File: src/rtl/apb_bridge_pkg.sv
// Shared types and constants for the AHB-to-APB bridge: FSM encoding,
// peripheral address windows, select codes and the queued request format.
package apb_bridge_pkg;

  typedef enum logic [1:0] {
    ST_IDLE   = 2'd0,
    ST_SETUP  = 2'd1,
    ST_ACCESS = 2'd2,
    ST_RESP   = 2'd3
  } state_e;

  localparam logic [31:0] S0_BASE  = 32'h8000_0000;
  localparam logic [31:0] S0_LIMIT = 32'h83FF_FFFF;
  localparam logic [31:0] S1_BASE  = 32'h8400_0000;
  localparam logic [31:0] S1_LIMIT = 32'h87FF_FFFF;
  localparam logic [31:0] S2_BASE  = 32'h8800_0000;
  localparam logic [31:0] S2_LIMIT = 32'h8BFF_FFFF;

  localparam logic [2:0] PSEL_NONE = 3'b000;
  localparam logic [2:0] PSEL_S0   = 3'b001;
  localparam logic [2:0] PSEL_S1   = 3'b010;
  localparam logic [2:0] PSEL_S2   = 3'b100;

  localparam int unsigned WS_CNT_W = 3;

  // 65-bit queue entry: {write, addr, wdata}
  typedef struct packed {
    logic        write;
    logic [31:0] addr;
    logic [31:0] wdata;
  } apb_req_t;

  function automatic logic in_window(input logic [31:0] addr,
                                     input logic [31:0] base,
                                     input logic [31:0] limit);
    return (addr >= base) && (addr <= limit);
  endfunction

endpackage

File: src/rtl/apb_req_fifo.sv
// Two-entry request queue between the AHB handshake and the APB sequencer.
// Full is derived from the registered count, so a pop frees space one cycle later.
module apb_req_fifo
  import apb_bridge_pkg::*;
#(
  parameter int unsigned DEPTH = 2
) (
  input  logic     clk_i,
  input  logic     rst_i,
  input  logic     push_i,
  input  logic     pop_i,
  input  apb_req_t data_i,
  output apb_req_t data_o,
  output logic     full_o,
  output logic     empty_o
);

  apb_req_t   mem_q [2];
  logic       wr_ptr_q;
  logic       rd_ptr_q;
  logic [1:0] count_q;
  logic [1:0] count_d;
  logic       push_ok_s;
  logic       pop_ok_s;

  assign push_ok_s = push_i && !full_o;
  assign pop_ok_s  = pop_i && !empty_o;

  // Occupancy update; simultaneous push and pop leaves the count unchanged
  always_comb begin
    count_d = count_q;
    case ({push_ok_s, pop_ok_s})
      2'b10:   count_d = count_q + 2'd1;
      2'b01:   count_d = count_q - 2'd1;
      default: count_d = count_q;
    endcase
  end

  // Storage, pointers and count
  always_ff @(posedge clk_i) begin
    if (rst_i) begin
      wr_ptr_q <= 1'b0;
      rd_ptr_q <= 1'b0;
      count_q  <= 2'd0;
      mem_q[0] <= apb_req_t'(65'd0);
      mem_q[1] <= apb_req_t'(65'd0);
    end else begin
      if (push_ok_s) begin
        mem_q[wr_ptr_q] <= data_i;
        wr_ptr_q        <= ~wr_ptr_q;
      end
      if (pop_ok_s) begin
        rd_ptr_q <= ~rd_ptr_q;
      end
      count_q <= count_d;
    end
  end

  assign full_o  = (count_q == 2'(DEPTH));
  assign empty_o = (count_q == 2'd0);
  assign data_o  = mem_q[rd_ptr_q];

endmodule

File: src/rtl/apb_controller.sv
// APB master sequencer: queues AHB-decoded requests, decodes the peripheral
// select and runs SETUP/ACCESS with a fixed wait-state count, then reports back.
module apb_controller
  import apb_bridge_pkg::*;
#(
  parameter int unsigned WAIT_STATES = 0,
  parameter int unsigned FIFO_DEPTH  = 2
) (
  input  logic        hclk,
  input  logic        hreset,
  input  logic        req_valid,
  output logic        req_ready,
  input  logic        req_write,
  input  logic [31:0] req_addr,
  input  logic [31:0] req_wdata,
  output logic        rsp_valid,
  output logic        rsp_err,
  output logic [31:0] rsp_rdata,
  output logic        pwrite,
  output logic        penable,
  output logic [2:0]  pselx,
  output logic [31:0] paddr,
  output logic [31:0] pwdata,
  input  logic [31:0] prdata
);

  localparam logic [WS_CNT_W-1:0] WS_LAST = WS_CNT_W'(WAIT_STATES);

  state_e              state_q;
  logic [WS_CNT_W-1:0] cnt_q;
  logic                pwrite_q;
  logic                penable_q;
  logic [2:0]          pselx_q;
  logic [31:0]         paddr_q;
  logic [31:0]         pwdata_q;
  logic                rsp_valid_q;
  logic                rsp_err_q;
  logic [31:0]         rsp_rdata_q;

  apb_req_t   head_s;
  apb_req_t   push_data_s;
  logic       fifo_full_s;
  logic       fifo_empty_s;
  logic       fifo_pop_s;
  logic [2:0] head_sel_s;
  logic       head_err_s;

  assign push_data_s = '{write: req_write, addr: req_addr, wdata: req_wdata};
  assign req_ready   = !fifo_full_s;

  apb_req_fifo #(
    .DEPTH (FIFO_DEPTH)
  ) u_req_fifo (
    .clk_i   (hclk),
    .rst_i   (hreset),
    .push_i  (req_valid),
    .pop_i   (fifo_pop_s),
    .data_i  (push_data_s),
    .data_o  (head_s),
    .full_o  (fifo_full_s),
    .empty_o (fifo_empty_s)
  );

  // Peripheral select for the queue head; no window hit means a decode error
  always_comb begin
    head_sel_s = PSEL_NONE;
    if (in_window(head_s.addr, S0_BASE, S0_LIMIT)) begin
      head_sel_s = PSEL_S0;
    end else if (in_window(head_s.addr, S1_BASE, S1_LIMIT)) begin
      head_sel_s = PSEL_S1;
    end else if (in_window(head_s.addr, S2_BASE, S2_LIMIT)) begin
      head_sel_s = PSEL_S2;
    end else begin
      head_sel_s = PSEL_NONE;
    end
  end

  assign head_err_s = (head_sel_s == PSEL_NONE);
  assign fifo_pop_s = !fifo_empty_s && ((state_q == ST_IDLE) || (state_q == ST_RESP));

  // Transfer sequencer; paddr/pwrite/pwdata only load on a mapped pop so they hold between transfers
  always_ff @(posedge hclk) begin
    if (hreset) begin
      state_q     <= ST_IDLE;
      cnt_q       <= '0;
      pwrite_q    <= 1'b0;
      penable_q   <= 1'b0;
      pselx_q     <= PSEL_NONE;
      paddr_q     <= 32'h0000_0000;
      pwdata_q    <= 32'h0000_0000;
      rsp_valid_q <= 1'b0;
      rsp_err_q   <= 1'b0;
      rsp_rdata_q <= 32'h0000_0000;
    end else begin
      rsp_valid_q <= 1'b0;
      rsp_err_q   <= 1'b0;
      rsp_rdata_q <= 32'h0000_0000;
      case (state_q)
        ST_IDLE, ST_RESP: begin
          penable_q <= 1'b0;
          pselx_q   <= PSEL_NONE;
          if (fifo_pop_s && head_err_s) begin
            state_q     <= ST_RESP;
            rsp_valid_q <= 1'b1;
            rsp_err_q   <= 1'b1;
          end else if (fifo_pop_s) begin
            state_q  <= ST_SETUP;
            pselx_q  <= head_sel_s;
            paddr_q  <= head_s.addr;
            pwrite_q <= head_s.write;
            pwdata_q <= head_s.wdata;
          end else begin
            state_q <= ST_IDLE;
          end
        end
        ST_SETUP: begin
          state_q   <= ST_ACCESS;
          penable_q <= 1'b1;
          cnt_q     <= '0;
        end
        ST_ACCESS: begin
          if (cnt_q == WS_LAST) begin
            state_q     <= ST_RESP;
            penable_q   <= 1'b0;
            pselx_q     <= PSEL_NONE;
            cnt_q       <= '0;
            rsp_valid_q <= 1'b1;
            rsp_rdata_q <= pwrite_q ? 32'h0000_0000 : prdata;
          end else begin
            cnt_q <= cnt_q + 3'd1;
          end
        end
        default: begin
          state_q   <= ST_IDLE;
          penable_q <= 1'b0;
          pselx_q   <= PSEL_NONE;
        end
      endcase
    end
  end

  assign pwrite    = pwrite_q;
  assign penable   = penable_q;
  assign pselx     = pselx_q;
  assign paddr     = paddr_q;
  assign pwdata    = pwdata_q;
  assign rsp_valid = rsp_valid_q;
  assign rsp_err   = rsp_err_q;
  assign rsp_rdata = rsp_rdata_q;

endmodule

File: config.mk
export PLATFORM = sky130hd
export DESIGN_NAME = apb_controller
export DESIGN_NICKNAME = d
export VERILOG_FILES = /design/src/rtl/apb_bridge_pkg.sv /design/src/rtl/apb_req_fifo.sv /design/src/rtl/apb_controller.sv
export SDC_FILE = /design/constraint.sdc
export NUM_CORES = 1
export LEC_CHECK = 0
export BUFFER_PORTS_ARGS = -buffer_cell sky130_fd_sc_hd__buf_2
export CAP_MARGIN = 20
export CORE_UTILIZATION = 40
export DETAILED_ROUTE_END_ITERATION = 8
export GPL_TIMING_DRIVEN = 0
export SETUP_SLACK_MARGIN = 0.4
export SLEW_MARGIN = 40
export SYNTH_ARGS = -nofsm -noshare
export SYNTH_HDL_FRONTEND = slang
export SYNTH_HIERARCHICAL = 1
export SYNTH_SLANG_ARGS = --single-unit
File: constraint.sdc
create_clock -name hclk -period 4.44 [get_ports hclk]
set_clock_uncertainty 0.2 [all_clocks]
set_input_delay 0.666 -clock hclk [delete_from_list [all_inputs] [get_ports hclk]]
set_output_delay 0.666 -clock hclk [all_outputs]
set_load 0.005 [all_outputs]
Word level (Yosys, flattened, before mapping)
Memory sizes are Yosys's and may differ from the RTL's. A register that Yosys moved wholly into a read port is not among the register bits.
Cells that the tools add are included.
W data, S select, Z words.

operators by class
  equality and inequality tests = 7
  order comparisons = 6
  $add $sub $neg = 3
  reductions and logical operators = 23
  bitwise gates (word level) = 6
  multiplexer cells = 29

operators with widths
  kind                    number
  $ge A32 B32 Y1 const B  3
  $le A32 B32 Y1 const B  3
  $mux W65                1
  $reduce_or A65 Y1       1
  $mux W3                 7
  $mux W1                 13
  $pmux W3 S2             2
  $eq A2 B2 Y1 const B    4
  $logic_and A1 B1 Y1     7
  $logic_not A3 Y1        2
  $not A1 Y1              6
  $pmux W2 S3             1
  $reduce_bool A2 Y1      3
  $eq A2 B1 Y1 const B    2
  $logic_not A2 Y1        2
  $mux W2                 2
  $pmux W2 S2             1
  $reduce_or A2 Y1        2
  $reduce_or A4 Y1        1
  $add A3 B1 Y3 const B   1
  $pmux W1 S3             1
  $reduce_and A3 Y1       1
  $add A2 B1 Y2 const B   1
  $logic_not A1 Y1        2
  other kinds (5)         5

storage, ports and cells
  output and inout port bits = 104
  memories kept = 1
  input port bits = 100
  logic and storage cells = 88
  register bits after elaboration = 112
  bits in writable memories = 130

memory list
  name              depth  bits a word  rd ports  clocked after memory_dff  write ports  RTL line            RTL
  u_req_fifo.mem_q  2      65           1         1                         2            apb_req_fifo.sv:18  apb_req_t mem_q [2];

Depth between registers and ports, before layout
Gate-level depths: netlist of run 1.

  word-level depth = 9
  mapped depth = 11
  gate-level depth less buffers = 9

Modules after synthesis
The synthesis of run 1 kept the hierarchy.

by module, submodules not included
  module          cells an instance  times used  sequential area each (um^2)  area an instance (um^2)
  apb_req_fifo    447                1           4003.8                       5994.5
  apb_controller  432                1           2162.1                       4498.1

Least setup slack after synthesis of run 1
No wires, ideal clock.

  kind = input -> register
  start point = input req_valid
  end point = memory u_req_fifo/mem_q[0][0] in the netlist's numbering, enable pin
  stages on the path = 5
  library setup time = 0.434 ns
  path slack = 1.010 ns
  data arrival time = 2.796 ns
  buffers on the path = 2
  cells stage by stage = inv_1 > or3_1 > clkbuf_1 > buf_6 > nand2b_1

RTL lines
  item             RTL line              RTL
  start, declared  apb_controller.sv:11  input logic req_valid,
  end, declared    apb_req_fifo.sv:18

==> results of run 1 <==
-- cell type report --
type / count / area (um2)
multi-input cells: 542 / 3870
well taps: 330 / 413
inverters: 10 / 37.5
flip-flops and latches: 243 / 6170
clock buffers: 37 / 733
clock inverters: 12 / 81.3
plain buffers: 84 / 437
fillers: 2332 / 12600
repair buffers: 207 / 1100
-- worst max-delay path, delay by kind of cell (launching register included) --
kind                   cells  cell delay, ps
buffers and inverters      3            1350
and+or+nand+nor            2             800
muxes                      1             440
DFF                        1             320
AOI/OAI and AO/OA          1             160
-- routing by layer --
layer  GRT usage (%)  vias up
met1            28.3     3672
met5               0        -
met2            33.7      248
met4            5.81        0
met3            2.68       35
li1                -     3632
-- path summary, 6_finish.rpt --
path / endpoint / slack, ps / cells past startpoint
worst max register to register: paddr[22] / 1100 / 7
worst min register to register: pwdata[13] / 260 / 2
worst min-delay path: rsp_rdata[21] / 140 / 2
worst max-delay path: paddr[22] / 1100 / 7
-- logic make-up (layout without fill, tap and decap cells) --
group / Yosys count / count (layout)
muxes: 65 / 65
xor gates and xnor gates: 3 / 3
adders and majority gates: 5 / 5
AOI/OAI and AO/OA: 144 / 144
DFF: 243 / 243
and+or+nand+nor: 325 / 325
buffers and inverters: 94 / 350
-- sequential cells by signal, indices dropped and copies added (netlist names), 2 cells and up, named ones only --
register	count
pselx	3
paddr	32
cnt_q	3
pwdata	32
u_req_fifo/count_q	2
u_req_fifo/mem_q	130
rsp_rdata	32
state_q	2
-- stage by stage --
stage               setup TNS, ps  hold slack [ps]  power, mW  setup WS [ps]  utilization [%]
floorplan                       0              256       4.07           1010                -
global placement          -114140              248       4.71           -884             46.8
detailed placement              0              248       4.73           1150             47.2
CTS                             0              118       6.79           1140             50.4
global route                    0              128       7.03            865             50.4
finish                          0              140       6.73           1100             50.4
-- synthesized netlist by cell type (all sizes together), types with 3 or more instances --
master,instances
inv,10
nand2,4
nor2,139
o31ai,59
dfxtp,113
nor3b,3
a31oi,4
ha,5
nand2b,70
o21ai,4
nor3,3
clkbuf,42
mux2,65
nand4b,59
a21oi,64
and2,34
edfxtp,130
buf,42
-- report_power, final --
| part | total, mW | internal [mW] | leakage (nW) | switching (mW) |
|---|---|---|---|---|
| Combinational | 1.93 | 0.665 | 2.33 | 1.27 |
| Sequential | 2.75 | 2.67 | 2.30 | 0.0860 |
| Clock | 2.05 | 1.20 | 0.400 | 0.844 |
==> results.yml, run 1 <==
run_status:
  status: "finished clean"
clock_tree:
  cts-resized-gates: 0
  numClockSinks: 243
  clock_latency_ps: 520
  cts-root-buf: "clkbuf_16"
  holdBufCountCts: 0
  path_clk_slew_ps: 60
  cts_made_buffers: 27
  clk_path_buf_depth: 3
  cts_tree: "built"
  cts_max_level: 1
  cts_setup_buffers: 0
worst_setup_path:
  critPathSlowestCell: "clkbuf_1"
  worst-path-max-fanout: 10
  end_kind: "register"
  worstPathRequired_ps: 4690
  worst-setup-path-type: "reg -> reg"
  worstPathArrival_ps: 3590
  crit_chain: "clkbuf_1, mux2_2, nor4b_1, buf_2, buf_1, nand4b_1, a21oi_1"
  startpoint_type: "register"
  slowest_delay_ps: 630
die:
  core-area_um2: 25500
  die_h_um: 164
  die_w_um: 164
  rows: 58
  io_pins: 204
  die_area_um2: 26900
  start_util_pct: 41.2
drt:
  drt-initial-drc-count: 461
  first_pass_iters: 5
  top_layer: "met4"
  vias: 7587
  wl_met2_um: 13100
  drcViolationCount: 0
  drt-met1-wl_um: 12700
  wl_met3_um: 1500
  ant_nets: 0
  wl_per_cell_um: 19.0
  via_per_inst: 5.18
  wirelength_um: 27900
global_route:
  track_usage_pct: 20.5
  first_global_vias: 7237
  grt_max_degree: 30
  overflow: 0
  antenna_found_initial: 0
  grt_pass1_wl_um: 41400
timing:
  finalSetupViolCount: 0
  maxSlewHeadroom_pct: 43.5
  layout_min_cycle_time_ps: 3340
  rsz0062_at_grt: "no"
  worst_pin_slew_ps: 847
  max_freq_ghz: 0.300
  slew_viol_final: 0
  fin_crit_sh_pct: 75.1
  hold_viol_final: 0
finish:
  synthToLayoutAreaGrowth_pct: 22.4
  stdcell_count: 1465
  layout_common_cells: "buf_2 (227), edfxtp_1 (130), nor2_1 (129)"
  fin_nets: 1220
  antennaDiodeCount: 0
  final_common_cell: "buf_2"
  drive_gt1_share_pct: 35.2
  finish.instance_area_um2: 12800
placement:
  dp_cells: 1416
  place_hpwl_um: 20000
  gp_congestion: 0.794
  portBuffers: 203
  placed_area_um2: 12000
synthesis:
  ys_warn_count: 6
  ys_async_sr_fraction_pct: 0
  synth_mux_area_share_pct: 6.98
  syn_inst: 879
  synthAdderAreaFrac_pct: 0.596
  yosysTopAreaCell: "edfxtp_1"
  synth_nets: 984
  synth_cell_types: 45
  synth_xor_area_share_pct: 0.250
  synth-compound-area-share_pct: 10.7
  synth_simple_gate_area_share_pct: 18.2
  yosys-top-cells-area: "edfxtp_1 (37%), dfxtp_1 (22%), mux2_2 (7.0%)"
  ys.flop_type: "edfxtp_1"
  synth_top_family_by_area: "simple AND/OR/NAND/NOR gates"
  synthesis.area_um2: 10500
  synth.avg_cell_area_um2: 11.9
  yosys.area.top_type_share_pct: 37.2
  synth_edf_count: 130
  yosysSeqAreaShare_pct: 58.8
  synth_seq_cells: 243
power_and_ir_drop:
  vdd_drop_max_v: 0.000298
  p_leak_nw: 5.03
  power.density_nw_per_um2: 524
min_path:
  hold_start: "prdata[21]"
  holdCritPathClass: "in -> reg"
run:
  maxCapViolations: 0
Note: power is estimated with default switching activity, not from simulation.
==> inputs of run 2 (changes only) <==
--- a/config.mk
+++ b/config.mk
@@ -5,6 +5,7 @@
 export SDC_FILE = /design/constraint.sdc
 export NUM_CORES = 1
 export LEC_CHECK = 0
+export ABC_AREA = 1
 export BUFFER_PORTS_ARGS = -buffer_cell sky130_fd_sc_hd__buf_2
 export CAP_MARGIN = 20
 export CORE_UTILIZATION = 40
==> constraint.sdc (replaced) <==
create_clock -name hclk -period 3.1 [get_ports hclk]
set_clock_uncertainty 0.2 [all_clocks]
set_input_delay 0.465 -clock hclk [delete_from_list [all_inputs] [get_ports hclk]]
set_output_delay 0.465 -clock hclk [all_outputs]
set_load 0.005 [all_outputs]
==> run 2 against run 1 <==
Critical endpoint is now paddr[8]. Final cell count rose by 11%. Power is 34% higher. Fmax up 33%. Critical path type unchanged. Synthesized area decreased by 6.1%. Global-route usage fell by 1.9 points.
==> results.yml, run 2 <==
synthesis:
  synth_edf_count: 130
  yosys.area.top_type_share_pct: 39.6
  ys_warn_count: 6
  synthesis.area_um2: 9850
  ys.flop_type: "edfxtp_1"
  synth_cell_types: 26
  synth_nets: 1125
  ys_async_sr_fraction_pct: 0
  yosys-top-cells-area: "edfxtp_1 (40%), dfxtp_1 (23%), nor2_1 (12%)"
  synthTopCellsByCount: "nor2_1 (305), inv_1 (179), nand2_1 (144), edfxtp_1 (130), dfxtp_1 (113)"
  yosysTopAreaCell: "edfxtp_1"
  synth_seq_cells: 243
  synth_most_common_cell: "nor2_1"
  synth.avg_cell_area_um2: 9.66
  yosysSeqAreaShare_pct: 62.6
  syn_inst: 1020
drt:
  first_pass_iters: 5
  via_per_inst: 4.39
  vias: 7148
  drcViolationCount: 0
  drt-initial-drc-count: 386
  wl_per_cell_um: 14.5
  ant_nets: 0
  wirelength_um: 23600
clock_tree:
  cts_made_buffers: 27
  path_clk_slew_ps: 60
  clk_path_buf_depth: 3
  cts_setup_buffers: 0
  cts_max_level: 1
  cts-root-buf: "clkbuf_16"
  numClockSinks: 243
  clock_latency_ps: 530
  cts_tree: "built"
global_route:
  antenna_found_initial: 0
  first_global_vias: 6849
  overflow: 0
  track_usage_pct: 18.6
  grt_max_degree: 66
  grt_pass1_wl_um: 36700
placement:
  gp_congestion: 0.736
  portBuffers: 203
  place_hpwl_um: 15600
finish:
  largest_reg_flops: 130
  drive_gt1_share_pct: 27.0
  multi_input_area_um2: 2750
  num-fill-cells: 2291
  final_util_pct: 51.5
  layout_common_cells: "nor2_1 (305), buf_2 (218), inv_1 (179)"
  regMostFlops: "u_req_fifo/mem_q"
  synthToLayoutAreaGrowth_pct: 26.7
  antennaDiodeCount: 0
  fin_nets: 1389
  final_common_cell: "nor2_1"
  seq_area_um2: 6170
timing:
  worst_pin_slew_ps: 764
  fin_crit_sh_pct: 80.9
  maxSlewHeadroom_pct: 49.1
  finalSetupViolCount: 0
  layout_min_cycle_time_ps: 2510
  rsz0062_at_grt: "no"
  max_freq_ghz: 0.398
  hold_viol_final: 0
  slew_viol_final: 0
die:
  io_pins: 204
  die_area_um2: 25300
  start_util_pct: 40.6
  rows: 57
  core-area_um2: 24200
  die_w_um: 159
  die_h_um: 159
power_and_ir_drop:
  power.internal_mw: 6.48
  total_power_mw: 8.99
  p_sw_mw: 2.51
  vdd_drop_max_v: 0.000293
  pwr-share-comb_pct: 21.9
  p_leak_nw: 5.99
  power_switching_share_pct: 28.0
  power.density_nw_per_um2: 720
  power_frac_seq_pct: 44.4
  clock_power_share_pct: 33.7
worst_setup_path:
  startpoint_type: "register"
  worst-path-max-fanout: 10
  worstPathRequired_ps: 3360
  r2r_cells: 10
  worst-setup-path-type: "reg -> reg"
  reg2reg_slack_ps: 590
  worstPathArrival_ps: 2770
  cp-endpoint: "paddr[8]"
  reg2reg_to: "paddr[8]"
  end_kind: "register"
run:
  maxCapViolations: 0
run_status:
  status: "finished clean"
min_path:
  holdCritPathClass: "in -> reg"
run 2: routing by layer:
metal  global-route usage (%)  routed length (um)  up-vias
met4                     4.76                 422        0
met3                     2.93                1150       26
li1                         -                   -     3640
met5                        0                   0        -
met1                     25.0               10500     3309
met2                     31.5               11500      173
run 2: worst min path at each step:
stage / slack, ps / depth (start not counted) / end / from
finish: 30 / 2 / pselx[1] / hreset
global route: 30 / 2 / pselx[2] / hreset
global placement: 230 / 2 / paddr[30] / paddr[30]
floorplan: 230 / 2 / paddr[28] / paddr[28]
detailed placement: 230 / 2 / paddr[30] / paddr[30]
CTS: 10 / 2 / pselx[1] / hreset
run 2: repair_timing:
item,4_1_cts,5_1_grt
hold buffers,32,0
endpoints found under the hold margin,32,0
gates resized for setup,0,3
endpoints found under the setup margin,0,59
run 2: per-stage QoR:
| step | area [um2] | setup TNS (ps) | setup WS [ps] | hold slack, ps | instances |
|---|---|---|---|---|---|
| floorplan | 9850 | 0 | 614 | 233 | 1020 |
| global placement | 11300 | -38050 | -325 | 225 | 1547 |
| detailed placement | 11300 | 0 | 360 | 228 | 1547 |
| CTS | 12500 | 0 | 420 | 14.6 | 1629 |
| global route | 12500 | 0 | 418 | 26.4 | 1629 |
| finish | 12500 | 0 | 591 | 34.1 | 1629 |
run 2: power groups by stage:
stage / sequential (mW) / combinational (mW) / clock [mW]
floorplan: 4.04 / 1.30 / 0
global placement: 4.04 / 1.92 / 0
detailed placement: 4.06 / 1.94 / 0
CTS: 3.99 / 1.99 / 3.12
global route: 4.03 / 2.20 / 3.24
finish: 3.99 / 1.97 / 3.03
run 2: logic make-up after synthesis:
| group | share of synthesized area [%] |
|---|---|
| xor gates and xnor gates | 0.0889 |
| adders and majority gates | 0.635 |
| and+or+nand+nor | 18.2 |
| buffers and inverters | 9.83 |
| AOI/OAI and AO/OA | 1.21 |
| muxes | 7.43 |
| DFF | 62.6 |
run 2: layout make-up:
cell class	count	area share, %
timing repair buffer	235	10.7
tap	324	3.25
clock inverter	12	0.672
inverter	182	5.47
multi-input combinational	551	22.0
sequential	243	49.4
clock buffer	38	6.15
buffer	44	2.35
run 2: critical path, stage by stage, from the launching register on:
cell and delay, ps:
dfxtp_1 320, clkbuf_4 250, clkbuf_4 280, mux2_2 380
inv_1 150, o211ai_4 110, nor2_4 160, buf_6 200
buf_6 210, nor2_1 50, nor2_1 120
==> inputs of run 3 (changes only) <==
==> constraint.sdc (replaced) <==
create_clock -name hclk -period 2.3 [get_ports hclk]
set_clock_uncertainty 0.2 [all_clocks]
set_input_delay 0.345 -clock hclk [delete_from_list [all_inputs] [get_ports hclk]]
set_output_delay 0.345 -clock hclk [all_outputs]
set_load 0.005 [all_outputs]
==> run 3 against run 2 <==
Worst setup slack worse by 480 ps. Clock-buffer cell count is 4 lower. Cell area rose by 13%. Die area did not move. Utilization increased by 6.7 points. Hold slack got worse by 7.8 ps. Global-route usage is 1.5 points higher. Sequential power up 35%. Final cell count increased by 6.6%. Highest routed layer unchanged. Sequential share of layout area is 5.6 points lower. Power grew 48%.
==> results.yml, run 3 (same netlist as run 2, synthesis figures left out) <==
placement:
  place_hpwl_um: 15700
  gp_congestion: 0.754
  portBuffers: 203
  place_ws_ps: -270
power_and_ir_drop:
  p_leak_nw: 6.66
  p_sw_mw: 3.73
  clock_power_share_pct: 32.7
  vdd_drop_max_v: 0.000500
  power.internal_mw: 9.55
  power_switching_share_pct: 28.1
  power.density_nw_per_um2: 942
  power_frac_seq_pct: 40.7
  pwr-share-comb_pct: 26.6
  total_power_mw: 13.3
finish:
  final_util_pct: 58.1
  layout_common_cells: "nor2_1 (294), buf_2 (213), inv_1 (170)"
  final_common_cell: "nor2_1"
  largest_reg_flops: 130
  antennaDiodeCount: 0
  synthToLayoutAreaGrowth_pct: 43.1
  drive_gt1_share_pct: 31.4
  fin_nets: 1497
  regMostFlops: "u_req_fifo/mem_q"
global_route:
  antenna_found_initial: 0
  grt_max_degree: 18
  track_usage_pct: 20.2
  overflow: 0
  grt_pass1_wl_um: 39100
  first_global_vias: 7348
timing:
  layout_min_cycle_time_ps: 2190
  worst_pin_slew_ps: 788
  maxSlewHeadroom_pct: 47.4
  setup_slack_ps: 111
  max_freq_ghz: 0.457
  slew_viol_final: 0
  fin_crit_sh_pct: 95.2
  fin_setup_tns_ps: 0
  holdWs_ps: 26.4
  rsz0062_at_grt: "yes"
  finalSetupViolCount: 0
  hold_viol_final: 0
run_status:
  status: "finished clean"
worst_setup_path:
  end_kind: "register"
  reg2reg_to: "pwdata[4]"
  reg2reg_slack_ps: 110
  worst-setup-path-type: "reg -> reg"
  startpoint_type: "register"
  worst-path-max-fanout: 7
  critPathSlowestCell: "dfxtp_4"
  worstPathArrival_ps: 2440
  slowest_delay_ps: 370
  worstPathRequired_ps: 2560
  crit_top_cell: "nor2_4"
  r2r_cells: 12
  crit_chain: "buf_12, mux2_4, inv_2, nand2_4, nor2_4, o211ai_4, nor2_4, buf_6, buf_12, clkbuf_16, nor2_4, nor2_1"
  crit_buf_inv: 5
  cp_top_family: "buffers and inverters"
die:
  die_h_um: 159
  rows: 57
  io_pins: 204
  die_w_um: 159
  start_util_pct: 40.6
  core-area_um2: 24200
  die_area_um2: 25300
drt:
  wl_per_cell_um: 15.4
  drt-initial-drc-count: 470
  ant_nets: 0
  first_pass_iters: 5
  vias: 7754
  drcViolationCount: 0
  wirelength_um: 26800
  via_per_inst: 4.47
clock_tree:
  clk_path_buf_depth: 3
  cts_made_buffers: 26
  path_clk_slew_ps: 60
  cts_tree: "built"
  numClockSinks: 243
  cts_max_level: 1
  cts-root-buf: "clkbuf_16"
  clock_latency_ps: 520
min_path:
  hold_start: "hreset"
  holdPathEnd: "penable"
  hold_depth: 3
  holdCritPathClass: "in -> reg"
run:
  maxCapViolations: 0
==> run 3: cell types whose count changed in the layout (fill, tap and decap cells not counted), moves of 11 or more <==
cell,delta
nor2_1,-11
dlygate4sd3_1,+66
buf_4,+19
buf_12,+11
nand2_1,-11
==> run 3: metrics by stage <==
step | std cells | area (um2)
4_1_cts | 1720 | 13700
5_1_grt | 1736 | 14100
3_5_place_dp | 1547 | 11300
6_report | 1736 | 14100
3_3_place_gp | 1547 | 11300
2_1_floorplan | 1020 | 9920
==> run 3: layer usage <==
layer  global-route usage [%]  share of wire, %  up-vias
met4                     5.46               1.9        0
met5                        0                 0        -
met3                     2.64               4.5       30
li1                         -                 -     3879
met2                     36.0                51      179
met1                     25.7                43     3666
==> run 3: worst max path at each step <==
stage,startpoint,endpoint,slack (ps),cells past startpoint
2_1_floorplan,register,pwrite,410,11
3_3_place_gp,hreset,u_req_fifo/mem_q[1][23],-280,6
3_5_place_dp,hreset,u_req_fifo/mem_q[1][23],-270,6
4_1_cts,register,paddr[1],170,12
5_1_grt,register,paddr[1],50,12
6_report,register,pwdata[4],110,12
==> run 3: cell type report <==
cell class	count	area [um2]
fillers	2128	10200
multi-input cells	562	3090
flip-flops and latches	243	6170
clock inverters	14	171
clock buffers	34	732
well taps	324	405
plain buffers	44	472
repair buffers	333	2360
inverters	182	697
==> run 3: tightest hold or removal path, cell delays in order <==
cell and delay (ps):
buf_2 170, a21oi_2 80, o21a_1 100
==> run 3: what timing repair did <==
action	CTS	global route
buffers inserted	19	8
endpoints found under the setup margin	197	232
cloned	8	8
hold buffers	98	0
pin swaps	11	10
resized for setup	63	47
endpoints found under the hold margin	164	0
==> run 3: power by group through the flow <==
stage / sequential (mW) / combinational [mW] / clock [mW]
floorplan: 5.45 / 1.81 / 0
global placement: 5.44 / 2.65 / 0
detailed placement: 5.46 / 2.68 / 0
CTS: 5.38 / 3.25 / 4.43
global route: 5.45 / 3.84 / 4.60
finish: 5.40 / 3.53 / 4.35
